File: src/rtl/lsr_scheduler.sv
// lsr_scheduler: two-requester round-robin front end for a multi-pass
// logical-right shifter. Each pass shifts by at most STEP_MAX bits, so a
// request of amount A takes max(1, ceil(A/STEP_MAX)) shift passes.
module lsr_scheduler #(
  parameter int WIDTH    = 32,
  parameter int AMT_W    = 5,
  parameter int STEP_MAX = 15
) (
  input  logic             clk,
  input  logic             rst_n,
  input  logic             req0_valid,
  output logic             req0_ready,
  input  logic [WIDTH-1:0] req0_data,
  input  logic [AMT_W-1:0] req0_amt,
  input  logic             req1_valid,
  output logic             req1_ready,
  input  logic [WIDTH-1:0] req1_data,
  input  logic [AMT_W-1:0] req1_amt,
  output logic             rsp_valid,
  input  logic             rsp_ready,
  output logic [WIDTH-1:0] rsp_data,
  output logic             rsp_id,
  output logic             busy
);

  localparam logic [AMT_W-1:0] STEP_LIM = AMT_W'(STEP_MAX);

  typedef enum logic [1:0] {
    IDLE,
    SHIFT,
    DONE
  } state_t;

  state_t           state;
  logic [WIDTH-1:0] data;
  logic [AMT_W-1:0] remaining;
  logic [AMT_W-1:0] step;
  logic             id;
  logic             last_gnt;
  logic             gnt0;
  logic             gnt1;

  // Round-robin grant, only offered in IDLE and never while reset is held.
  always_comb begin
    gnt0 = 1'b0;
    gnt1 = 1'b0;
    if (rst_n && (state == IDLE)) begin
      if (req0_valid && (!req1_valid || last_gnt))
        gnt0 = 1'b1;
      else if (req1_valid)
        gnt1 = 1'b1;
    end
  end

  assign req0_ready = gnt0;
  assign req1_ready = gnt1;

  // Per-pass shift amount, clamped to the shift-unit limit.
  always_comb begin
    step = (remaining > STEP_LIM) ? STEP_LIM : remaining;
  end

  // Control FSM with registered response and busy outputs.
  always_ff @(posedge clk or negedge rst_n) begin
    if (!rst_n) begin
      state     <= IDLE;
      data      <= '0;
      remaining <= '0;
      id        <= 1'b0;
      last_gnt  <= 1'b1;
      rsp_valid <= 1'b0;
      rsp_data  <= '0;
      rsp_id    <= 1'b0;
      busy      <= 1'b0;
    end else begin
      case (state)
        IDLE: begin
          if (gnt0 || gnt1) begin
            data      <= gnt1 ? req1_data : req0_data;
            remaining <= gnt1 ? req1_amt : req0_amt;
            id        <= gnt1;
            last_gnt  <= gnt1;
            busy      <= 1'b1;
            state     <= SHIFT;
          end
        end
        SHIFT: begin
          data      <= data >> step;
          remaining <= remaining - step;
          // Final pass (also covers amount 0): publish the result directly
          // so the response is registered in the same edge as the last shift.
          if (remaining == step) begin
            rsp_valid <= 1'b1;
            rsp_data  <= data >> step;
            rsp_id    <= id;
            state     <= DONE;
          end
        end
        DONE: begin
          if (rsp_ready) begin
            rsp_valid <= 1'b0;
            rsp_data  <= '0;
            rsp_id    <= 1'b0;
            busy      <= 1'b0;
            state     <= IDLE;
          end
        end
        default: state <= IDLE;
      endcase
    end
  end

endmodule

File: config.mk
export PLATFORM = sky130hd
export DESIGN_NAME = lsr_scheduler
export DESIGN_NICKNAME = d
export VERILOG_FILES = /design/src/rtl/lsr_scheduler.sv
export SDC_FILE = /design/constraint.sdc
export NUM_CORES = 1
export LEC_CHECK = 0
export ABC_AREA = 1
export CORE_MARGIN = 8
export CORE_UTILIZATION = 56
export DETAILED_ROUTE_END_ITERATION = 16
export PLACE_DENSITY = 0.89
export SYNTH_ARGS = -nofsm -noshare
export SYNTH_HDL_FRONTEND = slang
export SYNTH_SLANG_ARGS = --single-unit
File: constraint.sdc
create_clock -name clk -period 2.21 [get_ports clk]
set_input_delay 0.3315 -clock clk [delete_from_list [all_inputs] [get_ports clk]]
set_output_delay 0.3315 -clock clk [all_outputs]
set_load 0.005 [all_outputs]
==> results of run 1 <==
[layout by cell type (no fill, tap or decap)]
master and count:
nand2_1 344, nand3_1 173, clkdlybuf4s50_1 114, inv_1 79
dfrtp_1 75, o21ai_0 25, o211ai_1 21, buf_4 20
nor2_1 18, inv_2 12, clkbuf_8 11, o21ai_1 8
a21oi_1 6, buf_12 6, nor2_4 4, nand4_1 4
nor2_2 3, o31ai_1 3, nand2_4 2, or2_2 2
o22ai_1 2, clkinv_2 2, clkinvlp_4 2, a21oi_2 1
nand2_2 1, nand3_2 1, nor3_1 1, a22o_1 1
clkbuf_1 1, dfstp_2 1
[sequential cells by signal (all words and copies together), names as in the netlist]
name and flops:
remaining 5, rsp_id 1, data 32, state 2, id 1, busy 1, rsp_data 32, rsp_valid 1
last_gnt 1
[path summary, 6_finish.rpt]
| path | startpoint | slack, ps | to |
|---|---|---|---|
| min | rst_n | 220 | id$_DFFE_PN0P_ |
| min in group clk | rsp_data[12]$_DFFE_PN0P_ | 480 | rsp_data[12]$_DFFE_PN0P_ |
| max in group asynchronous | rst_n | 1360 | data[12]$_DFFE_PN0P_ |
| min reg2reg | rsp_data[12]$_DFFE_PN0P_ | 480 | rsp_data[12]$_DFFE_PN0P_ |
| max | state[1]$_DFFE_PN0P_ | 150 | req0_ready |
| max reg2reg | remaining[4]$_DFFE_PN0P_ | 390 | rsp_data[1]$_DFFE_PN0P_ |
[where the power goes]
part           total [uW]  leakage [uW]  switching [uW]  internal [uW]
registers            2550      0.000948             507           2050
logic                7210       0.00256            4520           2690
clock network         985     0.0000884             519            466
total               10700       0.00359            5540           5210
[logic make-up (layout without fill, tap and decap cells)]
| group | count (synthesis) | in the layout |
|---|---|---|
| DFF | 76 | 76 |
| buffers and inverters | 136 | 247 |
| AOI/OAI and AO/OA | 67 | 67 |
| and+or+nand+nor | 553 | 553 |
[routing by layer]
| metal | global-route usage (%) | vias up | share of wire, % |
|---|---|---|---|
| li1 | - | 2868 | - |
| met2 | 41.3 | 315 | 45 |
| met1 | 35.1 | 2660 | 42 |
| met5 | 0 | - | 0 |
| met3 | 6.60 | 28 | 11 |
| met4 | 7.73 | 0 | 1.7 |
[layout make-up]
| cell class | count | area share [%] |
|---|---|---|
| clock inverter | 4 | 0.371 |
| inverter | 91 | 5.06 |
| timing repair buffer | 140 | 20.9 |
| clock buffer | 12 | 2.30 |
| multi-input combinational | 620 | 41.1 |
| tap | 111 | 2.06 |
| sequential | 76 | 28.2 |
[worst max-delay path: stages, from the launching register on]
cell and delay [ps]:
dfrtp_1 430, inv_2 80, nand3_1 80, inv_2 110
nand2_2 110, inv_1 70, clkdlybuf4s50_1 500
[cells in the mapped netlist, types with 6 or more instances]
library cell / n
a21oi_1: 6
buf_1: 6
buf_2: 21
clkbuf_1: 10
dfrtp_1: 75
inv_1: 79
inv_2: 12
nand2_1: 344
nand3_1: 173
nor2_1: 18
o211ai_1: 21
o21ai_0: 25
o21ai_1: 8
[through the flow]
stage	power [uW]	instance area [sq um]	std cells	setup slack [ps]	hold WS [ps]
detailed placement	9620	6570	1038	163	465
floorplan	7280	5260	832	771	35.9
CTS	10600	6750	1054	146	262
finish	10700	6750	1054	151	220
global route	11700	6750	1054	75.3	321
global placement	9500	6570	1038	187	457
==> impl_metrics.tcl, run 1 <==
set metrics [dict create \
    outcome "complete, no violations" \
    drc 0 \
    antenna_found_initial 0 \
    drv_cap 0 \
    hold_viol_final 0 \
    clk_path_buf_depth 2 \
    fin_skew_ps 12.5 \
    cts_buffers 9 \
    die_h_microns 113 \
    ys_ff_latch 76 \
    coreArea_sq_um 9200 \
    cts_resized 0 \
    die-area_sq_um 12700 \
    ios 116 \
    h-tree-depth 3 \
    hold_class "in -> async" \
    synth_edf_count 0 \
    synth.area.top_cells "dfrtp_1, nand2_1, nand3_1" \
    post-route-util_pct 73.4 \
    tritoncts "done" \
    drt-initial-drc-count 655 \
    n_antenna_cell 0 \
    relSlewSlack_pct 37.0 \
    ys.flop_type "dfrtp_1" \
    worstMarginPinSlew_ps 945 \
    area.growth.synth_to_final_pct 28.3 \
    drt-total-wl_microns 16400 \
    rsz0062_at_grt "no" \
    timing.fmax_ghz 0.486 \
    register_area_sq_um 1900 \
    leakage_uw 0.00359 \
    setup_viol 0 \
    grt.overflow.total 0 \
    synth_area_leader_cell "dfrtp_1" \
    rows 35 \
    post-cts-setup-buffers 0 \
    synth_warnings 0 \
    root_buffer "clkbuf_8" \
    min_period_ps 2060 \
    drive_gt1_share_pct 7.21 \
    routabilityCongestion 0.941 \
    multi_input_area_sq_um 2780 \
    clock-sinks 76 \
    synthMuxAreaShare_pct 0 \
    hpwlAfterDp_microns 12500 \
    cp.arrival_ps 1730 \
    p_per_area_nw_per_um2 1590 \
    yosysSeqAreaShare_pct 36.2 \
    drtAntennaViolNets 0 \
    synth.avg_cell_area_sq_um 6.32 \
    synth_fa_ha_area_share_pct 0 \
    synth_cell_types 28 \
    synth_xor_area_share_pct 0 \
    vias 5871 \
    grt_max_degree 77 \
    fp.dieW_microns 113 \
    synthCells 832 \
    synthArstFlopShare_pct 100 \
    syn_area_sq_um 5260 \
    start_kind "flop" \
    fin_nets 1017 \
    cp-end-kind "primary output" \
    first_pass_iters 5 \
    synth_compound_area_share_pct 7.71 \
    post-route-period-util_pct 93.2 \
    grt.total_usage_pct 26.3 \
    clk_latency_ps 350 \
    vdd_drop_max_mv 0.854 \
    vias_per_cell 5.57 \
    synth_top_area_share_pct 35.7 \
    path_class "reg -> out" \
    portBuffers 115 \
    fill_cells 760 \
    finalSetupTns_ps 0 \
    critical_path_required_ps 1880 \
    yosys.area_share.simple_pct 45.1 \
    hold_buffers 0 \
    wl_per_cell_microns 15.6 \
    synth_top_family_by_area "simple AND/OR/NAND/NOR gates" \
    grt_pass1_vias 5670 \
    initial_core_util_pct 57.2 \
    drv_slew 0 \
    clkTransAtPathRegs_ps 70 \
    critPathMaxFanout 5 \
    syn_nets 911 \
    ff2ff_path_depth 10 \
    grt_pass1_wl_microns 27300 \
]
Power figures use the tool's default switching activity.
==> inputs of run 2 (changes only) <==
Settings changed: SKIP_CTS_REPAIR_TIMING set to 1.
==> results of run 2 <==
No change in the layout: final DEF, timing and power equal those of run 1.
==> inputs of run 3 (changes only) <==
Settings changed: CORE_UTILIZATION 56 to 57, CTS_BUF_LIST set to sky130_fd_sc_hd__clkbuf_8, PLACE_DENSITY 0.89 to 0.91.
==> run 3 against run 2 <==
  * Via count grew 1.5%
  * Register-to-register slack lost 110 ps
  * Maximum frequency is essentially flat
==> impl_metrics.tcl, run 3 (synthesized netlist as in run 1, its figures left out) <==
set metrics [dict create \
    worst_path_largest_cell_delay_ps 490 \
    h-tree-depth 3 \
    wl_per_cell_microns 15.9 \
    worst-path-buf-inv 4 \
    cp_top_family "buffers and inverters" \
    fin_skew_ps 17.9 \
    fill_cells 740 \
    drtAntennaViolNets 0 \
    seqPwrFrac_pct 24.0 \
    p_comb_share_pct 65.8 \
    final_common_cell "nand2_1" \
    crit_chain "inv_2 > nand3_1 > inv_2 > nand2_2 > inv_1 > clkdlybuf4s50_1" \
    swShare_pct 51.5 \
    cp-end-kind "primary output" \
    area.growth.synth_to_final_pct 27.4 \
    root_buffer "clkbuf_8" \
    cts_buffers 9 \
    setup_viol 0 \
    drv_slew 0 \
    hpwlAfterDp_microns 12200 \
    power_uw 10700 \
    clk_latency_ps 370 \
    largestRegisters "data x32, rsp_data x32, remaining x5" \
    vias 5961 \
    post-route-util_pct 73.6 \
    vias_per_cell 5.69 \
    drc 0 \
    grt_pass1_vias 5599 \
    die-area_sq_um 12600 \
    die_h_microns 112 \
    rrSetupSlack_ps 280 \
    first_pass_iters 5 \
    clock_power_share_pct 10.3 \
    grt.total_usage_pct 26.8 \
    ff2ff_path_depth 8 \
    drv_cap 0 \
    path_class "reg -> out" \
    clk_path_buf_depth 2 \
    drt-total-wl_microns 16600 \
    critPathMaxFanout 5 \
    timing.fmax_ghz 0.486 \
    clkTransAtPathRegs_ps 70 \
    start_kind "flop" \
    n_antenna_cell 0 \
    outcome "complete, no violations" \
    fp.dieW_microns 112 \
    ios 116 \
    timing.rr.end "data[18]$_DFFE_PN0P_" \
    leakage_uw 0.00358 \
    routabilityCongestion 0.933 \
    clock-sinks 76 \
    final_cell_area_sq_um 6700 \
    coreArea_sq_um 9110 \
    grt.overflow.total 0 \
    r2r_start "remaining[4]$_DFFE_PN0P_" \
    post-route-period-util_pct 93.1 \
    vdd_drop_max_mv 0.899 \
    hold_class "in -> async" \
    min_period_ps 2060 \
    hold_viol_final 0 \
    antenna_found_initial 0 \
    total_switching_power_uw 5520 \
    placed_cell_area_sq_um 6500 \
    rows 35 \
    cpMaxStageDelayCell "clkdlybuf4s50_1" \
    drt-initial-drc-count 547 \
    critical_path_required_ps 1880 \
    finalSetupTns_ps 0 \
    grt_pass1_wl_microns 27400 \
    rsz0062_at_grt "no" \
    portBuffers 115 \
    intPower_uw 5190 \
    tritoncts "done" \
    worst_path_most_repeated_cell "inv_2" \
    relSlewSlack_pct 35.8 \
    fin_nets 1010 \
    layout_common_cells "nand2_1, nand3_1, clkdlybuf4s50_1" \
    worstMarginPinSlew_ps 964 \
    grt_max_degree 77 \
    drive_gt1_share_pct 6.30 \
    initial_core_util_pct 57.7 \
    p_per_area_nw_per_um2 1600 \
    cp.arrival_ps 1730 \
]
run 3: cell count changes in the layout (fill, tap and decap cells not counted):
cell,delta
buf_12,-1
inv_1,+3
clkinvlp_4,-2
buf_4,-6
clkinv_2,-1
bufinv_16,+1
clkbuf_1,-1
run 3: worst register-to-register path, delay by kind of cell (launching register included):
family / cells / cell delay, ps
DFF: 1 / 610
and+or+nand+nor: 7 / 1150
buffers and inverters: 1 / 110
run 3: metal layers:
layer | up-vias | GRT usage (%) | wire (microns)
li1 | 2863 | - | -
met1 | 2696 | 34.8 | 6790
met2 | 367 | 41.9 | 7610
met3 | 35 | 8.53 | 1910
met4 | 0 | 8.27 | 308
met5 | - | 0 | 0
run 3: cell type report:
class | count | area [sq um] | share of cell area (%)
timing repair buffer | 133 | 1350 | 20.1
clock buffer | 11 | 151 | 2.26
inverter | 91 | 342 | 5.10
clock inverter | 5 | 46.3 | 0.691
multi-input combinational | 620 | 2780 | 41.4
tap | 111 | 139 | 2.07
sequential | 76 | 1900 | 28.4
run 3: power groups by stage:
stage	clock, uW	sequential, uW	combinational, uW
final	1100	2570	7040
after global routing	1160	2640	7820
after CTS	1100	2550	6920
after detailed placement	0	2560	6870
after global placement	0	2550	6740
after floorplan	0	2440	4830
run 3: worst max-delay path by stage:
stage	from	end	slack [ps]	cells past startpoint
after global routing	state[1]$_DFFE_PN0P_	req0_ready	80	6
after CTS	last_gnt$_DFFE_PN1P_	req0_ready	150	5
after detailed placement	req1_valid	req1_ready	170	6
after floorplan	remaining[4]$_DFFE_PN0P_	data[0]$_DFFE_PN0P_	770	10
final	state[1]$_DFFE_PN0P_	req0_ready	150	6
after global placement	req1_valid	req1_ready	190	6
run 3: metrics by stage:
| stage | cells | setup slack (ps) | hold WS (ps) |
|---|---|---|---|
| 2_1_floorplan | 832 | 771 | 35.9 |
| 3_3_place_gp | 1031 | 190 | 461 |
| 3_5_place_dp | 1031 | 170 | 466 |
| 4_1_cts | 1047 | 151 | 261 |
| 5_1_grt | 1047 | 78.5 | 312 |
| 6_report | 1047 | 152 | 218 |
